<file path="config.mk">
export PLATFORM = sky130hd
export DESIGN_NAME = rx_dma_packer
export DESIGN_NICKNAME = d
export VERILOG_FILES = /design/src/rtl/rx_dma_packer.sv
export SDC_FILE = /design/constraint.sdc
export NUM_CORES = 1
export LEC_CHECK = 0
export ABC_AREA = 1
export BUFFER_PORTS_ARGS = -buffer_cell sky130_fd_sc_hd__buf_2
export CORE_ASPECT_RATIO = 0.75
export CORE_MARGIN = 2
export CORE_UTILIZATION = 59
export DETAILED_ROUTE_END_ITERATION = 16
export PLACE_DENSITY_LB_ADDON = 0.08
export SLEW_MARGIN = 20
export SYNTH_ARGS = -nofsm -noshare
export SYNTH_HDL_FRONTEND = slang
export SYNTH_HIERARCHICAL = 1
export SYNTH_SLANG_ARGS = --single-unit
</file>
<file path="constraint.sdc">
create_clock -name clk -period 4.2 [get_ports clk]
set_input_delay 0 -clock clk [delete_from_list [all_inputs] [get_ports clk]]
set_output_delay 0 -clock clk [all_outputs]
set_load 0.02 [all_outputs]
</file>
<file path="src/rtl/rx_dma_packer.sv">
// UART receive DMA engine: deserialises rx, buffers bytes in a FIFO and packs
// them little-endian into 8/16/32-bit memory writes, flushing partial words on idle.

module rx_deserializer #(
    parameter int CLKS_PER_BIT = 8
) (
    input  logic       clk,
    input  logic       rst,
    input  logic       deser_clk_posedge,
    input  logic       rx,
    output logic       latch_data,
    output logic [7:0] data
);
    localparam int CW = (CLKS_PER_BIT > 2) ? $clog2(CLKS_PER_BIT) : 1;
    localparam logic [1:0] R_IDLE  = 2'd0;
    localparam logic [1:0] R_START = 2'd1;
    localparam logic [1:0] R_DATA  = 2'd2;
    localparam logic [1:0] R_STOP  = 2'd3;

    logic [1:0]    sync_q;
    logic [1:0]    state_q, state_d;
    logic [CW-1:0] cnt_q, cnt_d;
    logic [2:0]    bit_q, bit_d;
    logic [7:0]    shift_q, shift_d;
    logic          latch_q, latch_d;
    logic          rx_s;

    assign rx_s       = sync_q[1];
    assign latch_data = latch_q;
    assign data       = shift_q;

    always_ff @(posedge clk) begin
        if (!rst) begin
            sync_q  <= 2'b11;
            state_q <= R_IDLE;
            cnt_q   <= '0;
            bit_q   <= '0;
            shift_q <= '0;
            latch_q <= 1'b0;
        end else begin
            sync_q  <= {sync_q[0], rx};
            state_q <= state_d;
            cnt_q   <= cnt_d;
            bit_q   <= bit_d;
            shift_q <= shift_d;
            latch_q <= latch_d;
        end
    end

    // Start bit is re-checked at its midpoint; all later bits are sampled one bit period apart.
    always_comb begin
        state_d = state_q;
        cnt_d   = cnt_q;
        bit_d   = bit_q;
        shift_d = shift_q;
        latch_d = 1'b0;
        if (deser_clk_posedge) begin
            case (state_q)
                R_IDLE: begin
                    if (!rx_s) begin
                        state_d = R_START;
                        cnt_d   = '0;
                    end
                end
                R_START: begin
                    if (cnt_q == CW'(CLKS_PER_BIT / 2 - 1)) begin
                        cnt_d   = '0;
                        bit_d   = '0;
                        state_d = rx_s ? R_IDLE : R_DATA;
                    end else begin
                        cnt_d = cnt_q + 1'b1;
                    end
                end
                R_DATA: begin
                    if (cnt_q == CW'(CLKS_PER_BIT - 1)) begin
                        cnt_d   = '0;
                        shift_d = {rx_s, shift_q[7:1]};
                        if (bit_q == 3'd7) state_d = R_STOP;
                        else               bit_d   = bit_q + 1'b1;
                    end else begin
                        cnt_d = cnt_q + 1'b1;
                    end
                end
                default: begin
                    if (cnt_q == CW'(CLKS_PER_BIT - 1)) begin
                        cnt_d   = '0;
                        state_d = R_IDLE;
                        latch_d = rx_s;
                    end else begin
                        cnt_d = cnt_q + 1'b1;
                    end
                end
            endcase
        end
    end
endmodule

module rx_dma_packer #(
    parameter int         M_WIDTH          = 32,
    parameter logic [1:0] MEM_ACC_8        = 2'b00,
    parameter logic [1:0] MEM_ACC_16       = 2'b01,
    parameter logic [1:0] MEM_ACC_32       = 2'b10,
    parameter int         RX_CLKS_PER_BIT  = 8,
    parameter int         FIFO_DEPTH       = 16,
    parameter int         IDLE_FLUSH_TICKS = 80
) (
    input  logic               clk,
    input  logic               rst,
    input  logic               en,
    input  logic               deser_clk_posedge,
    input  logic               ptr_rst,
    input  logic               circular,
    input  logic [1:0]         pack_mode,
    input  logic [M_WIDTH-1:0] dma_buf_start,
    input  logic [M_WIDTH-1:0] dma_buf_end,
    output logic               dma_buf_full,
    output logic               wrapped,
    output logic               overrun,
    output logic [M_WIDTH-1:0] ptr,
    input  logic               mem_ready,
    output logic               mem_req,
    output logic [M_WIDTH-1:0] mem_addr,
    output logic [1:0]         mem_width,
    output logic [M_WIDTH-1:0] mem_data_out,
    input  logic               rx
);
    localparam int AW = (FIFO_DEPTH > 2) ? $clog2(FIFO_DEPTH) : 1;
    localparam int IW = $clog2(IDLE_FLUSH_TICKS + 1);
    localparam logic [1:0] S_IDLE  = 2'd0;
    localparam logic [1:0] S_POP   = 2'd1;
    localparam logic [1:0] S_REQ   = 2'd2;
    localparam logic [1:0] S_FLUSH = 2'd3;

    logic       latch_data;
    logic [7:0] rx_byte;

    rx_deserializer #(
        .CLKS_PER_BIT(RX_CLKS_PER_BIT)
    ) u_deser (
        .clk               (clk),
        .rst               (rst),
        .deser_clk_posedge (deser_clk_posedge),
        .rx                (rx),
        .latch_data        (latch_data),
        .data              (rx_byte)
    );

    logic [7:0]         fifo_mem [FIFO_DEPTH];
    logic [AW:0]        wr_q, rd_q;
    logic [7:0]         fifo_data_q;
    logic               fifo_empty, fifo_full, fifo_read_en, fifo_write;

    logic [1:0]         state_q, state_d;
    logic [M_WIDTH-1:0] ptr_q, ptr_d;
    logic [M_WIDTH-1:0] pack_reg_q, pack_reg_d;
    logic [2:0]         pack_cnt_q, pack_cnt_d;
    logic [IW-1:0]      idle_q, idle_d;
    logic               overrun_q, overrun_d;
    logic               wrapped_q, wrapped_d;
    logic [2:0]         nbytes, step;
    logic [M_WIDTH-1:0] ptr_adv;

    assign fifo_empty = (wr_q == rd_q);
    assign fifo_full  = (wr_q[AW] != rd_q[AW]) && (wr_q[AW-1:0] == rd_q[AW-1:0]);

    assign nbytes = (pack_mode == MEM_ACC_32) ? 3'd4 :
                    (pack_mode == MEM_ACC_16) ? 3'd2 : 3'd1;

    assign dma_buf_full = en & ~circular & (ptr_q == dma_buf_end);

    assign fifo_read_en = rst & en & ~ptr_rst & (state_q == S_IDLE) & ~fifo_empty
                          & ~dma_buf_full & (pack_cnt_q < nbytes);
    // A full FIFO still accepts a byte when a pop frees a slot in the same cycle.
    assign fifo_write   = rst & en & latch_data & (~fifo_full | fifo_read_en);

    always_ff @(posedge clk) begin
        if (!rst || !en) begin
            wr_q        <= '0;
            rd_q        <= '0;
            fifo_data_q <= '0;
        end else begin
            if (fifo_write)   wr_q <= wr_q + 1'b1;
            if (fifo_read_en) begin
                rd_q        <= rd_q + 1'b1;
                fifo_data_q <= fifo_mem[rd_q[AW-1:0]];
            end
        end
    end

    always_ff @(posedge clk) begin
        if (fifo_write) fifo_mem[wr_q[AW-1:0]] <= rx_byte;
    end

    assign step    = (state_q == S_FLUSH) ? 3'd1 : nbytes;
    assign ptr_adv = ptr_q + {{(M_WIDTH-3){1'b0}}, step};

    always_comb begin
        state_d    = state_q;
        ptr_d      = ptr_q;
        pack_reg_d = pack_reg_q;
        pack_cnt_d = pack_cnt_q;
        wrapped_d  = 1'b0;
        overrun_d  = overrun_q | (latch_data & fifo_full & ~fifo_read_en);
        idle_d     = idle_q;
        if (pack_cnt_q == 3'd0)
            idle_d = '0;
        else if (deser_clk_posedge && idle_q != IW'(IDLE_FLUSH_TICKS))
            idle_d = idle_q + 1'b1;

        case (state_q)
            S_IDLE: begin
                if (fifo_read_en)
                    state_d = S_POP;
                else if (pack_cnt_q == nbytes)
                    state_d = S_REQ;
                else if (pack_cnt_q != 3'd0 && idle_q == IW'(IDLE_FLUSH_TICKS))
                    state_d = S_FLUSH;
            end
            S_POP: begin
                pack_reg_d[{pack_cnt_q[1:0], 3'b000} +: 8] = fifo_data_q;
                pack_cnt_d = pack_cnt_q + 1'b1;
                idle_d     = '0;
                state_d    = S_IDLE;
            end
            default: begin
                if (mem_ready) begin
                    if (ptr_adv == dma_buf_end) begin
                        ptr_d     = circular ? dma_buf_start : dma_buf_end;
                        wrapped_d = circular;
                    end else begin
                        ptr_d = ptr_adv;
                    end
                    if (state_q == S_REQ) begin
                        pack_reg_d = '0;
                        pack_cnt_d = '0;
                        state_d    = S_IDLE;
                    end else begin
                        pack_reg_d = pack_reg_q >> 8;
                        pack_cnt_d = pack_cnt_q - 1'b1;
                        if (pack_cnt_q == 3'd1) state_d = S_IDLE;
                    end
                end
            end
        endcase

        if (!en) begin
            state_d    = S_IDLE;
            pack_reg_d = '0;
            pack_cnt_d = '0;
            idle_d     = '0;
            wrapped_d  = 1'b0;
            overrun_d  = overrun_q;
            ptr_d      = ptr_q;
        end
        if (ptr_rst) begin
            state_d    = S_IDLE;
            ptr_d      = dma_buf_start;
            pack_reg_d = '0;
            pack_cnt_d = '0;
            idle_d     = '0;
            wrapped_d  = 1'b0;
            overrun_d  = 1'b0;
        end
    end

    always_ff @(posedge clk) begin
        if (!rst) begin
            state_q    <= S_IDLE;
            ptr_q      <= '0;
            pack_reg_q <= '0;
            pack_cnt_q <= '0;
            idle_q     <= '0;
            overrun_q  <= 1'b0;
            wrapped_q  <= 1'b0;
        end else begin
            state_q    <= state_d;
            ptr_q      <= ptr_d;
            pack_reg_q <= pack_reg_d;
            pack_cnt_q <= pack_cnt_d;
            idle_q     <= idle_d;
            overrun_q  <= overrun_d;
            wrapped_q  <= wrapped_d;
        end
    end

    assign ptr          = ptr_q;
    assign wrapped      = wrapped_q;
    assign overrun      = overrun_q;
    assign mem_req      = (state_q == S_REQ) || (state_q == S_FLUSH);
    assign mem_addr     = ptr_q;
    assign mem_width    = (state_q == S_FLUSH) ? MEM_ACC_8 :
                          (state_q == S_REQ)   ? pack_mode : 2'b00;
    assign mem_data_out = (state_q == S_FLUSH) ? {{(M_WIDTH-8){1'b0}}, pack_reg_q[7:0]} :
                          (state_q == S_REQ)   ? pack_reg_q : '0;
endmodule

</file>
==> results_dict.tcl, run 1 <==
set metrics [dict create \
    status "complete, no violations" \
    place_congestion 1.09 \
    clk_pin_slew_worst_paths_ns 0.07 \
    syn-num-nets 2061 \
    finalMaxSlewViolations 0 \
    cts_buffer_depth 3 \
    async_reset_ff_frac 0 \
    yosysTopAreaCell "edfxtp_1" \
    powerDensity_mw_per_mm2 327 \
    reg2reg_from "state_q[0]$_SDFFE_PP0P_" \
    power_mw 5.43 \
    multi_input_area_sq_mm 0.00662 \
    hp-class "input pin to flip-flop" \
    cp.arrival_ns 4.32 \
    place_inst 2355 \
    grt_pass1_wl_um 72500 \
    endpoint_kind "flip-flop" \
    start_kind "flip-flop" \
    critical_path_peak_fanout 32 \
    cp_data_required_time_ns 4.59 \
    synth_edf_count 128 \
    wirelength_um 47300 \
    slowest_stage "dfxtp_1" \
    max_stage_delay_ns 0.41 \
    synth_seq_area_share 0.432 \
    peakVddDrop_v 0.000270 \
    fin_skew_ns 0.0245 \
    drt-initial-drc-count 1646 \
    dpl.hpwl_um 33500 \
    tns_ns 0 \
    hold_ws_ns 0.0190 \
    cts_made_buffers 25 \
    synth_cell_types 47 \
    vias 14400 \
    grt_max_degree 68 \
    clock-root-buffer "clkbuf_16" \
    nNetsFinal 2244 \
    insertion_delay_ns 0.53 \
    firstDrtPassIters 6 \
    finalCritPeriodShare 0.937 \
    routed_via_density 5.82 \
    rows 49 \
    gr-total-overflow 0 \
    maxUsedRoutingLayer "met5" \
    fmax_ghz 0.254 \
    cp_num_buf_inv 4 \
    synth_top_area_frac 0.270 \
    setup_viol 0 \
    worst_pin_slew_ns 1.08 \
    synth_cells 1959 \
    placed_cell_area_sq_mm 0.0151 \
    yosysWarnings 6 \
    rsz0062_at_grt "false" \
    die_area_sq_mm 0.0254 \
    synth-main-ff-cell "edfxtp_1" \
    ant_nets 0 \
    initial_core_util 0.597 \
    grt_use_total 0.368 \
    power.leakage_nw 7.38 \
    worstPathCellList "nand2_1 -> inv_1 -> or2_2 -> ha_1 -> inv_1 -> fa_1 -> inv_1 -> nand2_1 -> nand2_1 -> nand2_1 -> nor2_2 -> nand2_1 -> nand2_1 -> nand2_1 -> nor2_1 -> nand2_1 -> nor2_1 -> nand3_1 -> nor2_4 -> buf_6 -> nand3_1 -> nand3_1 -> a21oi_1" \
    period_needed_ns 3.93 \
    path_class "flip-flop to flip-flop" \
    core-area_sq_mm 0.0238 \
    drive_above_1_share 0.125 \
    cts.sinks 243 \
    ys_seq_elements 243 \
    path_delay_family "simple AND/OR/NAND/NOR gates" \
    diodes 0 \
    wl_met3_um 6360 \
    register_area_sq_mm 0.00615 \
    relSlewSlack 0.279 \
    met1_length_um 21000 \
    grt_pass1_vias 12900 \
    drc_errors 0 \
    cp-startpoint "state_q[0]$_SDFFE_PP0P_" \
    grt_antenna_before_repair 0 \
    yosys-top-cells-area "edfxtp_1, dfxtp_1, nand2_1" \
    synthToLayoutAreaGrowth_pct 16.6 \
    cpMostUsedCell "nand2_1" \
    cts_tree "yes" \
    cts_max_level 1 \
    syn_area_per_cell_sq_um 7.27 \
    finalInstanceArea_sq_mm 0.0166 \
    nFillCells 1961 \
    dr_wl_met2_um 19100 \
    syn_area_sq_mm 0.0142 \
    io_buffers 175 \
    ios 176 \
    die_x_um 183 \
    instances_no_fill 2467 \
    wl_per_cell_um 19.2 \
    die_h_um 139 \
    finalHoldViolCount 0 \
    hp-start "dma_buf_end[0]" \
    cap_violations 0 \
]
-- worst min-delay path: stages --
cell	delay, ns
buf_2	0.13
o21ai_0	0.09
nand3_1	0.08
nand3_1	0.07
a21oi_1	0.13
-- stage by stage --
step                      setup slack [ns]  utilization
final                                0.266        0.696
after global routing               0.00661        0.696
after CTS                            0.219        0.696
after detailed placement             0.293        0.633
after global placement               0.403        0.633
after floorplan                      0.952            -
-- cells by family after synthesis --
| logic type | share of synthesized area |
|---|---|
| AO/OA/AOI/OAI | 0.133 |
| XOR/XNOR | 0.0228 |
| adder cells (fa/ha/maj) | 0.0251 |
| buffers and inverters | 0.103 |
| flip-flops | 0.432 |
| AND/OR/NAND/NOR | 0.284 |
-- what timing repair did --
action	CTS	global route
setup endpoints to repair	0	33
setup buffers	0	0
hold endpoints to repair	58	0
resized for setup	0	2
hold buffers	66	0
-- flip-flops by register name, summed over array words and instances (netlist names) --
register            flops
fifo_mem              128
mem_addr               32
pack_reg_q             32
fifo_data_q             8
u_deser/data            8
idle_q                  7
rd_q                    5
wr_q                    5
pack_cnt_q              3
u_deser/bit_q           3
u_deser/cnt_q           3
state_q                 2
u_deser/state_q         2
u_deser/sync_q          2
overrun                 1
u_deser/latch_data      1
wrapped                 1
-- path summary, 6_finish.rpt --
| check | slack (ns) | cells after the start | to |
|---|---|---|---|
| worst max-delay path | 0.27 | 23 | mem_addr[2]$_SDFFE_PN0P_ |
| worst min-delay path | 0.02 | 5 | mem_addr[0]$_SDFFE_PN0P_ |
| worst max register to register | 0.27 | 23 | mem_addr[2]$_SDFFE_PN0P_ |
| worst min register to register | 0.41 | 1 | u_deser/sync_q[1]$_SDFF_PN1_ |
-- power breakdown --
| part | internal, mW | leakage (nW) | switching [mW] |
|---|---|---|---|
| registers | 2.50 | 2.42 | 0.0553 |
| logic | 0.231 | 4.54 | 0.414 |
| clock network | 1.27 | 0.414 | 0.958 |
| total | 4.01 | 7.38 | 1.43 |
-- cell type report --
type                    instances  share of cell area
multi-input cells            1365               0.399
flip-flops and latches        243               0.370
repair buffers                261               0.102
inverters                     246              0.0556
clock buffers                  37              0.0460
well taps                     306              0.0231
clock inverters                 9             0.00400
-- Yosys cell counts, drive strengths merged (27+ instances only) --
cell type  count
dfxtp        115
inv          240
ha            27
nor2         267
a21oi         85
nand3        185
edfxtp       128
buf           47
o21ai        170
o22ai         50
nand2        440
clkbuf        58
-- routing by layer --
layer  up-vias  global-route usage
met4         2              0.0703
met5         -              0.0190
met3        70              0.0943
met2       884               0.521
met1      6590               0.569
li1       6816                   -
-- placed cells by master, fill, tap and decap left out, types with 27 or more instances in the layout --
cell,Yosys,layout
buf_2,7,175
dfxtp_1,115,114
edfxtp_1,128,128
dlygate4sd3_1,0,66
inv_1,237,237
a21oi_1,85,85
ha_1,27,27
nor2_1,249,248
o22ai_1,50,50
nand3_1,184,184
nand2_1,435,435
o21ai_0,168,168
(Power assumes the default switching activity.)
==> inputs of run 2 (changes only) <==
ABC_AREA = 0   (was 1)
CAP_MARGIN = 30   (was unset)
==> results_dict.tcl, run 2 <==
set metrics [dict create \
    status "complete, no violations" \
    die_x_um 179 \
    powerDensity_mw_per_mm2 335 \
    synth_seq_area_share 0.455 \
    wl_per_cell_um 21.4 \
    drt-initial-drc-count 1256 \
    tns_ns 0 \
    initial_core_util 0.607 \
    grt_busiest_layer "met1" \
    endpoint_kind "flip-flop" \
    ant_nets 0 \
    firstDrtPassIters 6 \
    finalCritPeriodShare 0.947 \
    vias 11000 \
    finalMaxSlewViolations 0 \
    clk_pin_slew_worst_paths_ns 0.07 \
    yosysMostFrequentCell "edfxtp_1" \
    nFillCells 1623 \
    drc_errors 0 \
    period_needed_ns 3.98 \
    relSlewSlack 0.427 \
    grt_pass1_wl_um 57800 \
    grt_antenna_before_repair 0 \
    cts_buffer_depth 3 \
    yosysWarnings 6 \
    fmax_ghz 0.251 \
    whs_endpoint "wr_q[2]$_SDFFE_PP0P_" \
    grt_use_total 0.312 \
    core-area_sq_mm 0.0222 \
    instances_no_fill 1764 \
    synth_edf_count 128 \
    synth_cell_types 76 \
    setup_viol 0 \
    io_buffers 175 \
    slowest_stage "a2111oi_0" \
    cp_data_required_time_ns 4.62 \
    final_cell_mix "buf_2, edfxtp_1, dfxtp_1" \
    utilization 0.719 \
    finalHoldViolCount 0 \
    grtUsageMet2 0.437 \
    grt_pass1_vias 10100 \
    grt_max_degree 60 \
    worst_pin_slew_ns 0.856 \
    yosysTopAreaCell "edfxtp_1" \
    max_stage_delay_ns 0.55 \
    syn-num-nets 1376 \
    synthToLayoutAreaGrowth_pct 18.4 \
    cpMostUsedCell "buf_4" \
    r2r_cells 13 \
    whs_path_depth 4 \
    reg2reg_to "mem_addr[21]$_SDFFE_PN0P_" \
    ios 176 \
    pre_cts_slack_ns 0.257 \
    clock-root-buffer "clkbuf_16" \
    cp.arrival_ns 4.40 \
    critical_path_peak_fanout 59 \
    hp-class "input pin to flip-flop" \
    syn_area_per_cell_sq_um 10.6 \
    use_met1 0.477 \
    grtUsageMet3 0.0867 \
    synth-main-ff-cell "edfxtp_1" \
    async_reset_ff_frac 0 \
    dpl.hpwl_um 25800 \
    place_congestion 1.05 \
    r2r_slack_ns 0.22 \
    hold_ws_ns 0.0297 \
    yosys-top-cells-area "edfxtp_1, dfxtp_1, mux4_2" \
    fin_skew_ns 0.0205 \
    synth_top_area_frac 0.285 \
    rows 47 \
    start_kind "flip-flop" \
    cts_tree "yes" \
    die_h_um 135 \
    gr-total-overflow 0 \
    nNetsFinal 1553 \
    drive_above_1_share 0.221 \
    cts.sinks 243 \
    ys_top_cells_by_count "edfxtp_1, dfxtp_1, nor2_1" \
    insertion_delay_ns 0.54 \
    reg2reg_from "state_q[1]$_SDFFE_PP0P_" \
    cap_violations 0 \
    syn_area_sq_mm 0.0135 \
    power.leakage_nw 6.39 \
    layout_commonest_cell "buf_2" \
    die_area_sq_mm 0.0241 \
    routed_via_density 6.24 \
    wirelength_um 37800 \
    ys_seq_elements 243 \
    worstPathCellList "buf_4 -> a21oi_1 -> ha_1 -> or2_1 -> nand4_2 -> nor2_1 -> xor2_1 -> a2111oi_0 -> buf_4 -> nand4b_1 -> buf_12 -> nor3b_1 -> or3_1" \
    fin_ws_ns 0.223 \
    cts_made_buffers 25 \
    place_inst 1653 \
    peakVddDrop_v 0.000393 \
    synth_cells 1274 \
    diodes 0 \
    cts_max_level 1 \
    path_class "flip-flop to flip-flop" \
    hp-start "rst" \
    rsz0062_at_grt "false" \
    largest_reg_flops 128 \
]
[run 2: changes by cell type after synthesis, moves of 46 or more]
cell,delta
nand2_1,-337
inv_1,-211
o21ai_0,-157
nor2_1,-142
nand3_1,-136
a21oi_1,-67
mux2i_1,+50
o22ai_1,-46
[run 2: cell type report]
cell class / count / area [sq um] / area share
multi-input cells: 871 / 6610 / 0.413
flip-flops and latches: 243 / 6150 / 0.385
repair buffers: 284 / 1900 / 0.119
clock buffers: 28 / 658 / 0.0412
well taps: 294 / 368 / 0.0230
clock inverters: 18 / 200 / 0.0125
inverters: 26 / 97.6 / 0.00611
[run 2: repair_timing]
| item | 4_1_cts | 5_1_grt |
|---|---|---|
| buffers inserted | 0 | 0 |
| setup endpoints to repair | 0 | 28 |
| endpoints found under the hold margin | 52 | 0 |
| hold buffers | 65 | 0 |
| gates resized for setup | 0 | 1 |
[run 2: how the worst max path moves through the flow]
| stage | startpoint | endpoint | slack, ns | cells after the start |
|---|---|---|---|---|
| after floorplan | state_q[1]$_SDFFE_PP0P_ | mem_addr[19]$_SDFFE_PN0P_ | 0.15 | 17 |
| after global placement | pack_mode[0] | mem_addr[3]$_SDFFE_PN0P_ | 0.40 | 16 |
| after detailed placement | state_q[1]$_SDFFE_PP0P_ | mem_addr[21]$_SDFFE_PN0P_ | 0.26 | 13 |
| after CTS | state_q[1]$_SDFFE_PP0P_ | mem_addr[21]$_SDFFE_PN0P_ | 0.24 | 13 |
| after global routing | state_q[1]$_SDFFE_PP0P_ | mem_addr[7]$_SDFFE_PN0P_ | 0.02 | 13 |
| final | state_q[1]$_SDFFE_PP0P_ | mem_addr[21]$_SDFFE_PN0P_ | 0.22 | 13 |
[run 2: through the flow]
step / power (mW) / cell area [sq um]
after global placement: 3.02 / 14400
after floorplan: 2.88 / 13500
after global routing: 5.51 / 16000
after CTS: 5.36 / 16000
after detailed placement: 3.03 / 14500
final: 5.35 / 16000
[run 2: cells by family after synthesis]
family	share of synthesized area
XOR/XNOR	0.0608
adder cells (fa/ha/maj)	0.0265
flip-flops	0.455
buffers and inverters	0.0580
AND/OR/NAND/NOR	0.182
AO/OA/AOI/OAI	0.111
multiplexers	0.106
[run 2: routing by layer]
metal | vias to the layer above | wire length [um]
met3 | 81 | 4180
met1 | 5221 | 17200
met5 | - | 38
met4 | 2 | 888
met2 | 598 | 15500
li1 | 5103 | -
[run 2: worst max-delay path: cells and delay by family, from the launching register on]
kind / cells / cell delay, ns
buffers and inverters: 3 / 0.65
AO/OA/AOI/OAI: 2 / 0.64
AND/OR/NAND/NOR: 6 / 1.73
adder cells (fa/ha/maj): 1 / 0.33
flip-flops: 1 / 0.35
XOR/XNOR: 1 / 0.12
[run 2: power breakdown]
| group | switching (mW) | total, mW | internal, mW |
|---|---|---|---|
| Sequential | 0.0438 | 2.54 | 2.49 |
| Combinational | 0.288 | 0.509 | 0.221 |
| Clock | 0.969 | 2.30 | 1.33 |
==> inputs of run 3 (changes only) <==
CORE_UTILIZATION = 50   (was 59)
MAX_ROUTING_LAYER = met4   (was unset)
==> results_dict.tcl, run 3 (synthesis gave the netlist of run 2 again) <==
set metrics [dict create \
    largest_reg_flops 128 \
    grt_max_degree 66 \
    cpMostUsedCell "or2_1" \
    place_congestion 0.961 \
    peakVddDrop_v 0.000251 \
    clk_pin_slew_worst_paths_ns 0.07 \
    clock-root-buffer "clkbuf_16" \
    fin_skew_ns 0.0173 \
    die_h_um 146 \
    whs_path_depth 4 \
    max_stage_delay_ns 0.54 \
    slowest_stage "or4_1" \
    seqPwrFrac 0.484 \
    grt_pass1_vias 10100 \
    drc_errors 0 \
    powerDensity_mw_per_mm2 326 \
    sw_frac_of_total 0.236 \
    p_switching_mw 1.23 \
    wl_per_cell_um 20.8 \
    cp_data_required_time_ns 4.67 \
    initial_core_util 0.505 \
    fin_ws_ns 0.271 \
    p_comb_frac 0.099 \
    cts_tree "yes" \
    rsz0062_at_grt "false" \
    worstPathCellList "a21oi_1 -> ha_1 -> or2_1 -> nand4_2 -> buf_4 -> nor4b_1 -> o22ai_1 -> or4b_1 -> or2_1 -> buf_12 -> or4_1 -> nand3_1" \
    final_cell_mix "buf_2, edfxtp_1, dfxtp_1" \
    nNetsFinal 1560 \
    grt_antenna_before_repair 0 \
    layout_commonest_cell "buf_2" \
    dpl.hpwl_um 26800 \
    insertion_delay_ns 0.53 \
    endpoint_kind "flip-flop" \
    vias 10900 \
    hp-class "input pin to flip-flop" \
    finalCritPeriodShare 0.935 \
    drive_above_1_share 0.217 \
    pre_cts_slack_ns 0.103 \
    die_area_sq_mm 0.0283 \
    hp-start "dma_buf_end[21]" \
    p_int_mw 4.00 \
    path_class "flip-flop to flip-flop" \
    relSlewSlack 0.430 \
    reg2reg_to "mem_addr[3]$_SDFFE_PN0P_" \
    rows 52 \
    fmax_ghz 0.255 \
    grt_use_total 0.272 \
    wirelength_um 38000 \
    nFillCells 2239 \
    whs_endpoint "mem_addr[21]$_SDFFE_PN0P_" \
    tns_ns 0 \
    power_mw 5.23 \
    diodes 0 \
    cp_num_buf_inv 2 \
    period_needed_ns 3.93 \
    cts_made_buffers 25 \
    r2r_slack_ns 0.27 \
    cp.arrival_ns 4.40 \
    reg2reg_from "state_q[0]$_SDFFE_PP0P_" \
    core-area_sq_mm 0.0267 \
    clockPowerShare 0.418 \
    cts_max_level 1 \
    synthToLayoutAreaGrowth_pct 18.6 \
    routed_via_density 5.95 \
    path_delay_family "simple AND/OR/NAND/NOR gates" \
    r2r_cells 12 \
    gr-total-overflow 0 \
    status "complete, no violations" \
    setup_viol 0 \
    cts_buffer_depth 3 \
    grt_pass1_wl_um 59400 \
    power.leakage_nw 6.37 \
    ios 176 \
    worst_pin_slew_ns 0.851 \
    critical_path_peak_fanout 55 \
    firstDrtPassIters 5 \
    die_x_um 194 \
    drt-initial-drc-count 1092 \
    cap_violations 0 \
    cts.sinks 243 \
    ant_nets 0 \
    io_buffers 175 \
    finalHoldViolCount 0 \
    start_kind "flip-flop" \
    finalMaxSlewViolations 0 \
]
-- run 3: cell type report --
cell class	count	area [sq um]	share of cell area
well taps	351	439	0.0274
multi-input cells	871	6600	0.412
clock buffers	34	659	0.0412
inverters	26	97.6	0.00610
repair buffers	291	1950	0.122
flip-flops and latches	243	6150	0.384
clock inverters	10	121	0.00758
-- run 3: stage by stage --
stage | util | cells | cell area, sq um | hold WS (ns)
global placement | 0.544 | 1715 | 14500 | 0.186
CTS | 0.598 | 1824 | 16000 | 0.00121
global route | 0.599 | 1826 | 16000 | 0.0186
detailed placement | 0.546 | 1718 | 14600 | 0.185
finish | 0.599 | 1826 | 16000 | 0.00936
floorplan | - | 1274 | 13500 | 0.0730
-- run 3: worst reg2reg max path, stage by stage (launching register included) --
cell	delay, ns
dfxtp_1	0.32
a21oi_1	0.17
ha_1	0.37
or2_1	0.20
nand4_2	0.38
buf_4	0.30
nor4b_1	0.33
o22ai_1	0.14
or4b_1	0.53
or2_1	0.26
buf_12	0.20
or4_1	0.57
nand3_1	0.11
-- run 3: per-layer routing --
metal | vias up | track usage | share of wire
met2 | 435 | 0.369 | 0.40
met5 | - | - | 0
met4 | 0 | 0.0527 | 0.018
met1 | 5277 | 0.424 | 0.49
met3 | 55 | 0.0487 | 0.085
li1 | 5090 | - | -
-- run 3: how the worst max path moves through the flow --
stage	startpoint	end	slack (ns)	depth (start not counted)
floorplan	state_q[1]$_SDFFE_PP0P_	mem_addr[19]$_SDFFE_PN0P_	0.15	17
global placement	pack_mode[0]	mem_addr[3]$_SDFFE_PN0P_	0.24	16
detailed placement	pack_mode[0]	mem_addr[3]$_SDFFE_PN0P_	0.10	16
CTS	state_q[1]$_SDFFE_PP0P_	mem_addr[3]$_SDFFE_PN0P_	0.15	14
global route	state_q[1]$_SDFFE_PP0P_	mem_addr[30]$_SDFFE_PN0P_	0.02	14
finish	state_q[0]$_SDFFE_PP0P_	mem_addr[3]$_SDFFE_PN0P_	0.27	12
-- run 3: power groups by stage --
stage | clock network [mW] | registers [mW] | logic (mW)
floorplan | 0 | 2.59 | 0.288
global placement | 0 | 2.58 | 0.456
detailed placement | 0 | 2.58 | 0.459
CTS | 2.22 | 2.53 | 0.506
global route | 2.31 | 2.53 | 0.554
finish | 2.18 | 2.53 | 0.515
-- run 3: what timing repair did --
item | 4_1_cts | 5_1_grt
gates resized for setup | 0 | 1
hold buffers | 62 | 0
hold endpoints to repair | 51 | 0
buffers inserted | 0 | 1
setup endpoints to repair | 0 | 32
